===== config.mk =====
export PLATFORM = sky130hd
export DESIGN_NAME = rng_address_responder
export DESIGN_NICKNAME = d
export VERILOG_FILES = /design/src/rtl/rng_address_responder_pkg.sv /design/src/rtl/rng_address_responder_restoring_mod_step.sv /design/src/rtl/rng_address_responder.sv
export SDC_FILE = /design/constraint.sdc
export NUM_CORES = 1
export LEC_CHECK = 0
export ABC_CLOCK_PERIOD_IN_PS = 7650
export CAP_MARGIN = 10
export CELL_PAD_IN_SITES_DETAIL_PLACEMENT = 1
export CELL_PAD_IN_SITES_GLOBAL_PLACEMENT = 1
export CORE_ASPECT_RATIO = 0.8
export CORE_MARGIN = 2
export CORE_UTILIZATION = 35
export CTS_CLUSTER_DIAMETER = 50
export DETAILED_ROUTE_END_ITERATION = 12
export MAX_ROUTING_LAYER = met4
export PLACE_DENSITY_LB_ADDON = 0.1
export SLEW_MARGIN = 30
export SYNTH_ARGS = -nofsm -noshare
export SYNTH_HDL_FRONTEND = slang
export SYNTH_SLANG_ARGS = --single-unit

===== constraint.sdc =====
create_clock -name clock -period 7.65 [get_ports clock]
set_clock_uncertainty 0.2 [all_clocks]
set_input_delay 0.765 -clock clock [delete_from_list [all_inputs] [get_ports clock]]
set_output_delay 0.765 -clock clock [all_outputs]
set_load 0.02 [all_outputs]

===== src/rtl/rng_address_responder_pkg.sv =====
// Shared constants, FSM state encoding and helpers for the random-neighbour
// address responder.
package rng_address_responder_pkg;

  localparam int unsigned WORD_WIDTH = 16;
  localparam int unsigned ITER_COUNT = 16;
  localparam int unsigned ITER_W     = $clog2(ITER_COUNT);

  typedef enum logic [1:0] {
    ST_IDLE,
    ST_DIVIDE,
    ST_SCALE,
    ST_DONE
  } state_t;

  // True for a nonzero value with exactly one bit set.
  function automatic logic is_pow2(input logic [WORD_WIDTH-1:0] value);
    return (value != '0) && ((value & (value - 1'b1)) == '0);
  endfunction

endpackage


===== src/rtl/rng_address_responder_restoring_mod_step.sv =====
// One restoring-division step: shift the next dividend bit into the partial
// remainder and subtract the divisor when it fits.
module restoring_mod_step #(
  parameter int unsigned WORD_WIDTH = rng_address_responder_pkg::WORD_WIDTH
) (
  input  logic [WORD_WIDTH-1:0] rem_in,
  input  logic                  next_bit,
  input  logic [WORD_WIDTH-1:0] divisor,
  output logic [WORD_WIDTH-1:0] rem_out
);

  // The shifted remainder needs one extra bit: rem_in < divisor, so after the
  // shift it can exceed 2^WORD_WIDTH - 1 but never 2 * divisor.
  logic [WORD_WIDTH:0] shifted;

  always_comb begin
    shifted = {rem_in, next_bit};
    rem_out = shifted[WORD_WIDTH-1:0];
    // The true difference is below divisor, so the low word alone is exact.
    if (shifted >= {1'b0, divisor}) begin
      rem_out = shifted[WORD_WIDTH-1:0] - divisor;
    end
  end

endmodule


===== src/rtl/rng_address_responder.sv =====
// Computes which = rng_value mod neighbor_count by sequential restoring division
// and the matching neighbour-table address. Define RNG_ADDR_FAST_POW2_EN to
// resolve power-of-two counts with a mask in the accepting cycle.
module rng_address_responder #(
  parameter int unsigned                      WORD_WIDTH   = rng_address_responder_pkg::WORD_WIDTH,
  parameter logic [WORD_WIDTH-1:0]            BASE_ADDR    = 16'h0100,
  parameter int unsigned                      STRIDE_SHIFT = 1
) (
  input  logic                  clock,
  input  logic                  reset,
  input  logic                  start,
  input  logic [WORD_WIDTH-1:0] rng_value,
  input  logic [WORD_WIDTH-1:0] neighbor_count,
  output logic [WORD_WIDTH-1:0] which,
  output logic [WORD_WIDTH-1:0] rng_address,
  output logic                  done,
  output logic                  count_err
);

  import rng_address_responder_pkg::*;

  state_t                  state_q, state_d;
  logic [WORD_WIDTH-1:0]   dividend_q, dividend_d;
  logic [WORD_WIDTH-1:0]   divisor_q, divisor_d;
  logic [WORD_WIDTH-1:0]   rem_q, rem_d;
  logic [ITER_W-1:0]       iter_q, iter_d;
  logic [WORD_WIDTH-1:0]   which_d, rng_address_d;
  logic                    done_d, count_err_d;

  logic [ITER_W-1:0]       bit_idx;
  logic [WORD_WIDTH-1:0]   step_rem;
  logic [WORD_WIDTH-1:0]   scaled_rem;

  // Dividend is consumed MSB first.
  assign bit_idx    = ITER_W'(ITER_COUNT - 1) - iter_q;
  assign scaled_rem = rem_q << STRIDE_SHIFT;

  restoring_mod_step #(
    .WORD_WIDTH (WORD_WIDTH)
  ) u_step (
    .rem_in   (rem_q),
    .next_bit (dividend_q[bit_idx]),
    .divisor  (divisor_q),
    .rem_out  (step_rem)
  );

  always_comb begin
    // NOTE: every variable gets its hold value first so no path leaves it
    // unassigned; a missing default here would infer a latch.
    state_d       = state_q;
    dividend_d    = dividend_q;
    divisor_d     = divisor_q;
    rem_d         = rem_q;
    iter_d        = iter_q;
    which_d       = which;
    rng_address_d = rng_address;
    done_d        = done;
    count_err_d   = count_err;

    unique case (state_q)
      ST_IDLE: begin
        if (start) begin
          dividend_d  = rng_value;
          divisor_d   = neighbor_count;
          rem_d       = '0;
          iter_d      = '0;
          count_err_d = 1'b0;
          state_d     = ST_DIVIDE;
          if (neighbor_count == '0) begin
            state_d = ST_SCALE;
          end
`ifdef RNG_ADDR_FAST_POW2_EN
          else if (is_pow2(neighbor_count)) begin
            rem_d   = rng_value & (neighbor_count - 1'b1);
            state_d = ST_SCALE;
          end
`endif
        end
      end

      ST_DIVIDE: begin
        rem_d  = step_rem;
        iter_d = iter_q + 1'b1;
        if (iter_q == ITER_W'(ITER_COUNT - 1)) begin
          state_d = ST_SCALE;
        end
      end

      ST_SCALE: begin
        which_d       = rem_q;
        rng_address_d = BASE_ADDR + scaled_rem;
        done_d        = 1'b1;
        count_err_d   = (divisor_q == '0);
        state_d       = ST_DONE;
      end

      ST_DONE: begin
        // Entered with done already high, so done lasts at least one cycle.
        if (!start) begin
          done_d  = 1'b0;
          state_d = ST_IDLE;
        end
      end

      default: state_d = ST_IDLE;
    endcase
  end

  always_ff @(posedge clock) begin
    // NOTE: registered state uses non-blocking assignments so every flop
    // samples the pre-edge values regardless of statement order.
    if (reset) begin
      state_q     <= ST_IDLE;
      dividend_q  <= '0;
      divisor_q   <= '0;
      rem_q       <= '0;
      iter_q      <= '0;
      which       <= '0;
      rng_address <= '0;
      done        <= 1'b0;
      count_err   <= 1'b0;
    end else begin
      state_q     <= state_d;
      dividend_q  <= dividend_d;
      divisor_q   <= divisor_d;
      rem_q       <= rem_d;
      iter_q      <= iter_d;
      which       <= which_d;
      rng_address <= rng_address_d;
      done        <= done_d;
      count_err   <= count_err_d;
    end
  end

endmodule


==> results of run 1 <==
sequential cells by signal (all words and copies together), names as in the netlist:
name and cells:
rng_address 8, state_q 2, count_err 1, dividend_q 16, rem_q 16, which 16
divisor_q 16, iter_q 4, done 1
how the worst min path moves through the flow:
stage                         startpoint             end  cells after the start
final                      dividend_q[9]   dividend_q[9]                      2
after global routing       dividend_q[9]   dividend_q[9]                      2
after CTS                  dividend_q[9]   dividend_q[9]                      2
after detailed placement   dividend_q[9]   dividend_q[9]                      2
after global placement     dividend_q[9]   dividend_q[9]                      2
after floorplan           dividend_q[11]  dividend_q[11]                      2
synth_stat cells (all sizes together), types with 6 or more instances:
cell type,count
clkbuf,24
a211oi,7
nor2,48
ha,22
xnor2,9
mux2i,21
dfxtp,80
nand3,17
nor3,14
inv,26
o211ai,13
or3,6
nor4,6
nand4,14
buf,11
o21ai,15
a21oi,46
nand2,95
per-layer routing:
metal / track usage [%] / wire (µm) / part of all wire, %
met1: 28.6 / 6720 / 51
met3: 4.01 / 392 / 3.0
met4: 6.09 / 129 / 0.98
met2: 35.1 / 5940 / 45
met5: - / 0 / 0
cell type report:
class / count / area [µm²]
clock inverters: 5 / 81.3
fillers: 1450 / 6720
inverters: 26 / 97.6
clock buffers: 10 / 239
multi-input cells: 393 / 2460
well taps: 152 / 190
repair buffers: 74 / 722
flip-flops and latches: 80 / 1600
kinds of logic (layout without fill, tap and decap cells):
logic type,after synthesis,after routing,share of synthesized area (%)
other,1,1,0.0867
and+or+nand+nor,213,213,21.8
adders and majority gates,23,23,6.83
xor gates and xnor gates,13,13,2.63
muxes,27,27,7.72
buffers and inverters,61,115,6.02
AOI/OAI and AO/OA,116,116,17.8
DFF,80,80,37.0
worst register-to-register path, cell delays in order (launching register included):
cell	delay [ns]
dfxtp_1	0.54
mux4_2	0.56
mux4_2	0.51
inv_1	0.08
ha_1	0.16
inv_1	0.06
fa_1	0.43
a211oi_1	0.22
o21ai_0	0.23
a2111oi_0	0.50
nor3_1	0.13
xnor2_1	0.18
o211ai_1	0.10
stage by stage:
| step | total power [mW] | utilization [%] | std cells |
|---|---|---|---|
| 2_1_floorplan | 1.39 | - | 534 |
| 3_3_place_gp | 1.70 | 41.8 | 724 |
| 3_5_place_dp | 1.72 | 41.8 | 724 |
| 4_1_cts | 2.21 | 44.4 | 739 |
| 5_1_grt | 2.38 | 44.5 | 740 |
| 6_report | 2.22 | 44.5 | 740 |
report_power, final:
part	leakage [nW]	total, mW	switching [mW]	internal, mW
Sequential	0.650	0.571	0.0852	0.486
Clock	0.155	0.469	0.177	0.293
Combinational	1.18	1.18	0.726	0.452
Total	1.98	2.22	0.987	1.23
==> reports/metrics.cfg, run 1 <==
[yosys]
ys_seq_area_share_pct=37.0
synth-seq-cells=80
synth.area.top_cells=dfxtp_1 (37%), nand2_1 (8.2%), ha_1 (6.4%), a21oi_1 (5.1%), mux2i_1 (4.9%)
async_reset_ff_share_pct=0
ys_types=57
synth_area_per_cell_um2=8.10
synth_area_mm2=0.00433
syn_inst=534
synth_warnings=0
ys.flop_type=dfxtp_1
yosysTopAreaCellShare_pct=37.0
yosys.area.top_type=dfxtp_1
synth_edf_count=0
synth_nets=592

[grt]
overflow=0
first_global_vias=4141
grtUsageTotal_pct=21.9
grt_pass1_wl_mm=21.7
grt_max_degree=68
antenna_found_initial=0

[timing]
post-route-min-period_ns=4.04
hold_viol=0
tightest_slew_ns=0.716
min_period_over_period_pct=52.8
clock.fmax_mhz=248
max_slew_margin_pct=52.3
rsz0062_at_grt=false
tns_ns=0
fin_ws_ns=3.61
drv_slew=0
worst_hold_slack_ns=0.266
setup_violations=0

[finish]
drive_gt1_share_pct=6.12
final_cell_mix=nand2_1 (95), dfxtp_1 (80), clkdlybuf4s50_1 (66)
mostFrequentLayoutCell=nand2_1
area_growth_pct=24.8
final_area_mm2=0.00540
diodes=0
nets=642

[route]
routed_wl_mm=13.2
dr.pass1.iters=4
drtIter0Drc=201
drc=0
wl_per_cell_um=17.8
via_count=4004
via_per_inst=5.41
ant_nets=0

[worst_setup_path]
path_cells=mux4_2 > mux4_2 > inv_1 > ha_1 > inv_1 > fa_1 > a211oi_1 > o21ai_0 > a2111oi_0 > nor3_1 > xnor2_1 > o211ai_1
cp_slowest_cell=mux4_2
start_kind=flop
regToRegSetupSlack_ns=3.61
r2r_end=rem_q[12]
cp.depth=12
arrival_ns=4.05
crit_start=iter_q[0]
worstSetupPathType=reg2reg
slowest_delay_ns=0.55
critical_path_required_ns=7.66
r2r-start=iter_q[0]
critPathTopFamily=multiplexers
end_kind=flop
reg2regPathDepth=12
crit_buf_inv=2
setup.worst_path.end=rem_q[12]
cp_max_fo=8

[clock_network]
cts.path.max_buffers=2
worst_skew_pair.late_latency_ns=0.34
cts_setup_buffers=0
cts_resized=0
clk_transition_reported_paths_ns=0.06
numCtsBuffers=9
cts_hold_buf=0
ctsRootBufferMaster=clkbuf_16
cts.sink_count=80
cts_tree=done
cts-htree-levels=3

[flow_run]
maxCapViolations=0

[power_and_ir_drop]
power_density_mw_per_mm2=411
cellLeakagePower_nw=1.98
vdd.ir_drop.worst_mv=0.179

[worst_hold_path]
hp-class=reg2reg

[floorplanning]
dieArea_mm2=0.0133
dieHeight_um=103
io-pin-count=69
die_w_um=128
start_util_pct=35.7
fp-row-count=36
core-area_mm2=0.0121

[placement]
place_ws_ns=3.61
hpwl_mm=9.71
gp_congestion=0.851
postPlaceCellArea_mm2=0.00506
io_buffers=67

[status]
status=finished clean

Power figures use the tool's default switching activity.
==> run 2: changes to the inputs <==
- ABC_CLOCK_PERIOD_IN_PS: 7650 -> 3400
- clock period: 7.65 -> 3.4 ns (I/O delays scaled with it)
==> reports/metrics.cfg, run 2 (synthesized netlist as in run 1, its figures left out) <==
[status]
status=finished clean

[worst_setup_path]
arrival_ns=3.43  ; -0.62 ns
regToRegSetupSlack_ns=0.04  ; -3.57 ns
worstSetupPathType=reg2reg
cp_slowest_cell=mux4_2
start_kind=flop
critical_path_required_ns=3.46  ; -4.20 ns
r2r-start=iter_q[0]
path_cells=mux4_2 > mux4_2 > inv_2 > ha_4 > inv_2 > fa_2 > a211oi_2 > o21ai_2 > a2111oi_2 > nor3_2 > xnor2_1 > o211ai_1
cp_max_fo=5  ; -3
reg2regPathDepth=12  ; unchanged
slowest_delay_ns=0.54  ; about the same
end_kind=flop
r2r_end=rem_q[14]

[route]
drtIter0Drc=273  ; +36%
drc=0  ; unchanged
via_count=4132  ; +3.2%
dr.pass1.iters=4  ; unchanged
via_per_inst=5.42  ; about the same
ant_nets=0  ; unchanged
wl_per_cell_um=17.9  ; +0.54%
routed_wl_mm=13.7  ; +3.7%

[timing]
rsz0062_at_grt=true
hold_viol=0  ; unchanged
tns_ns=0  ; unchanged
clock.fmax_mhz=297  ; +20%
min_period_over_period_pct=99.0  ; +46 points
setup_violations=0  ; unchanged
post-route-min-period_ns=3.36  ; -0.675 ns
max_slew_margin_pct=55.8  ; +3.5 points
drv_slew=0  ; unchanged
tightest_slew_ns=0.657  ; -0.0593 ns

[clock_network]
cts.sink_count=80  ; unchanged
ctsRootBufferMaster=clkbuf_16
worst_skew_pair.late_latency_ns=0.34  ; about the same
cts_tree=done
clk_transition_reported_paths_ns=0.06  ; about the same
cts.path.max_buffers=2  ; unchanged
numCtsBuffers=9  ; unchanged
cts-htree-levels=3  ; unchanged

[worst_hold_path]
hold_depth=2  ; unchanged
min-delay-start=reset
hold_end=rng_address[9]
hp-class=in2reg

[finish]
final_cell_mix=nand2_1 (95), dfxtp_1 (79), clkdlybuf4s50_1 (66)
area_growth_pct=29.7
mostFrequentLayoutCell=nand2_1
multiInputGateArea_mm2=0.00252  ; +2.4%
seq_area_mm2=0.00161  ; +0.23%
diodes=0  ; unchanged
fillers=1438  ; -0.83%
drive_gt1_share_pct=11.5  ; +5.3 points
nets=664  ; +3.4%
utilization_pct=46.3  ; +1.8 points

[grt]
overflow=0  ; unchanged
grt_max_degree=48  ; -29%
met2_usage_pct=32.9  ; -2.2 points
antenna_found_initial=0  ; unchanged
grt_pass1_wl_mm=21.9  ; +1.0%
grtUsageMet3_pct=3.29  ; -0.72 points
first_global_vias=4068  ; -1.8%
busiest_layer=met2
use_met1_pct=31.8  ; +3.2 points
grtUsageTotal_pct=22.1  ; +0.15 points

[flow_run]
maxCapViolations=0  ; unchanged

[floorplanning]
die_w_um=128  ; unchanged
fp-row-count=36  ; unchanged
core-area_mm2=0.0121  ; unchanged
dieArea_mm2=0.0133  ; unchanged
start_util_pct=35.7  ; unchanged
dieHeight_um=103  ; unchanged
io-pin-count=69  ; unchanged

[placement]
gp_congestion=0.859  ; +0.89%
io_buffers=67  ; unchanged
hpwl_mm=10.4  ; +7.5%

[power_and_ir_drop]
power_density_mw_per_mm2=970  ; +140%
cellLeakagePower_nw=2.10  ; +6.1%
vdd.ir_drop.worst_mv=0.429  ; +140%

[run 2: cell count changes in the layout (fill, tap and decap cells not counted), moves of 2 or more]
cell,delta
buf_4,+22
a2111oi_0,-3
a2111oi_2,+2
clkinv_4,+2
inv_1,-2
inv_2,+2
[run 2: worst max path at each step]
stage | slack, ns | from | depth (start not counted) | end
floorplan | 0.06 | iter_q[0] | 13 | rem_q[12]
global placement | -0.19 | iter_q[0] | 12 | rem_q[12]
detailed placement | -0.27 | iter_q[0] | 12 | rem_q[12]
CTS | -0.02 | iter_q[0] | 12 | rem_q[12]
global route | -0.14 | iter_q[0] | 12 | rem_q[12]
finish | 0.04 | iter_q[0] | 12 | rem_q[14]
[run 2: power breakdown]
part	switching (mW)	internal, mW	total [mW]
clock network	0.404	0.596	1.00
registers	0.166	1.09	1.26
logic	1.84	1.34	3.19
total	2.41	3.03	5.45
[run 2: area by class of cell]
| type | count | share of cell area [%] |
|---|---|---|
| repair buffers | 96 | 15.8 |
| inverters | 26 | 1.74 |
| well taps | 152 | 3.39 |
| clock buffers | 11 | 4.33 |
| clock inverters | 5 | 1.16 |
| flip-flops and latches | 80 | 28.6 |
| multi-input cells | 393 | 45.0 |
[run 2: per-layer routing]
metal,vias to the layer above,routed length (µm),share of wire [%]
met3,11,548,4.0
met1,2011,7220,53
met2,87,5760,42
met5,-,0,0
met4,0,129,0.94
li1,2023,-,-
[run 2: critical path: cells and delay by family, from the launching register on]
family                     cells  cell delay [ns]
muxes                          2             1.05
DFF                            1             0.39
buffers and inverters          2             0.12
xor gates and xnor gates       1             0.12
adders and majority gates      2             0.50
AOI/OAI and AO/OA              4             0.84
and+or+nand+nor                1             0.07
[run 2: timing repair]
| item | CTS | global route |
|---|---|---|
| hold buffers | 0 | 0 |
| setup endpoints to repair | 6 | 7 |
| gates cloned | 0 | 0 |
| pin swaps | 3 | 2 |
| gates resized for setup | 14 | 5 |
| buffers inserted | 0 | 2 |
[run 2: through the flow]
step / cell area, µm² / power, mW / hold WS, ns / std cells / setup slack, ns
global route: 5610 / 5.81 / 0.231 / 763 / -0.142
floorplan: 4340 / 3.14 / 0.233 / 534 / 0.0593
CTS: 5580 / 5.35 / 0.205 / 761 / -0.0235
global placement: 5220 / 4.17 / 0.249 / 745 / -0.189
finish: 5610 / 5.45 / 0.197 / 763 / 0.0351
detailed placement: 5220 / 4.26 / 0.257 / 745 / -0.271
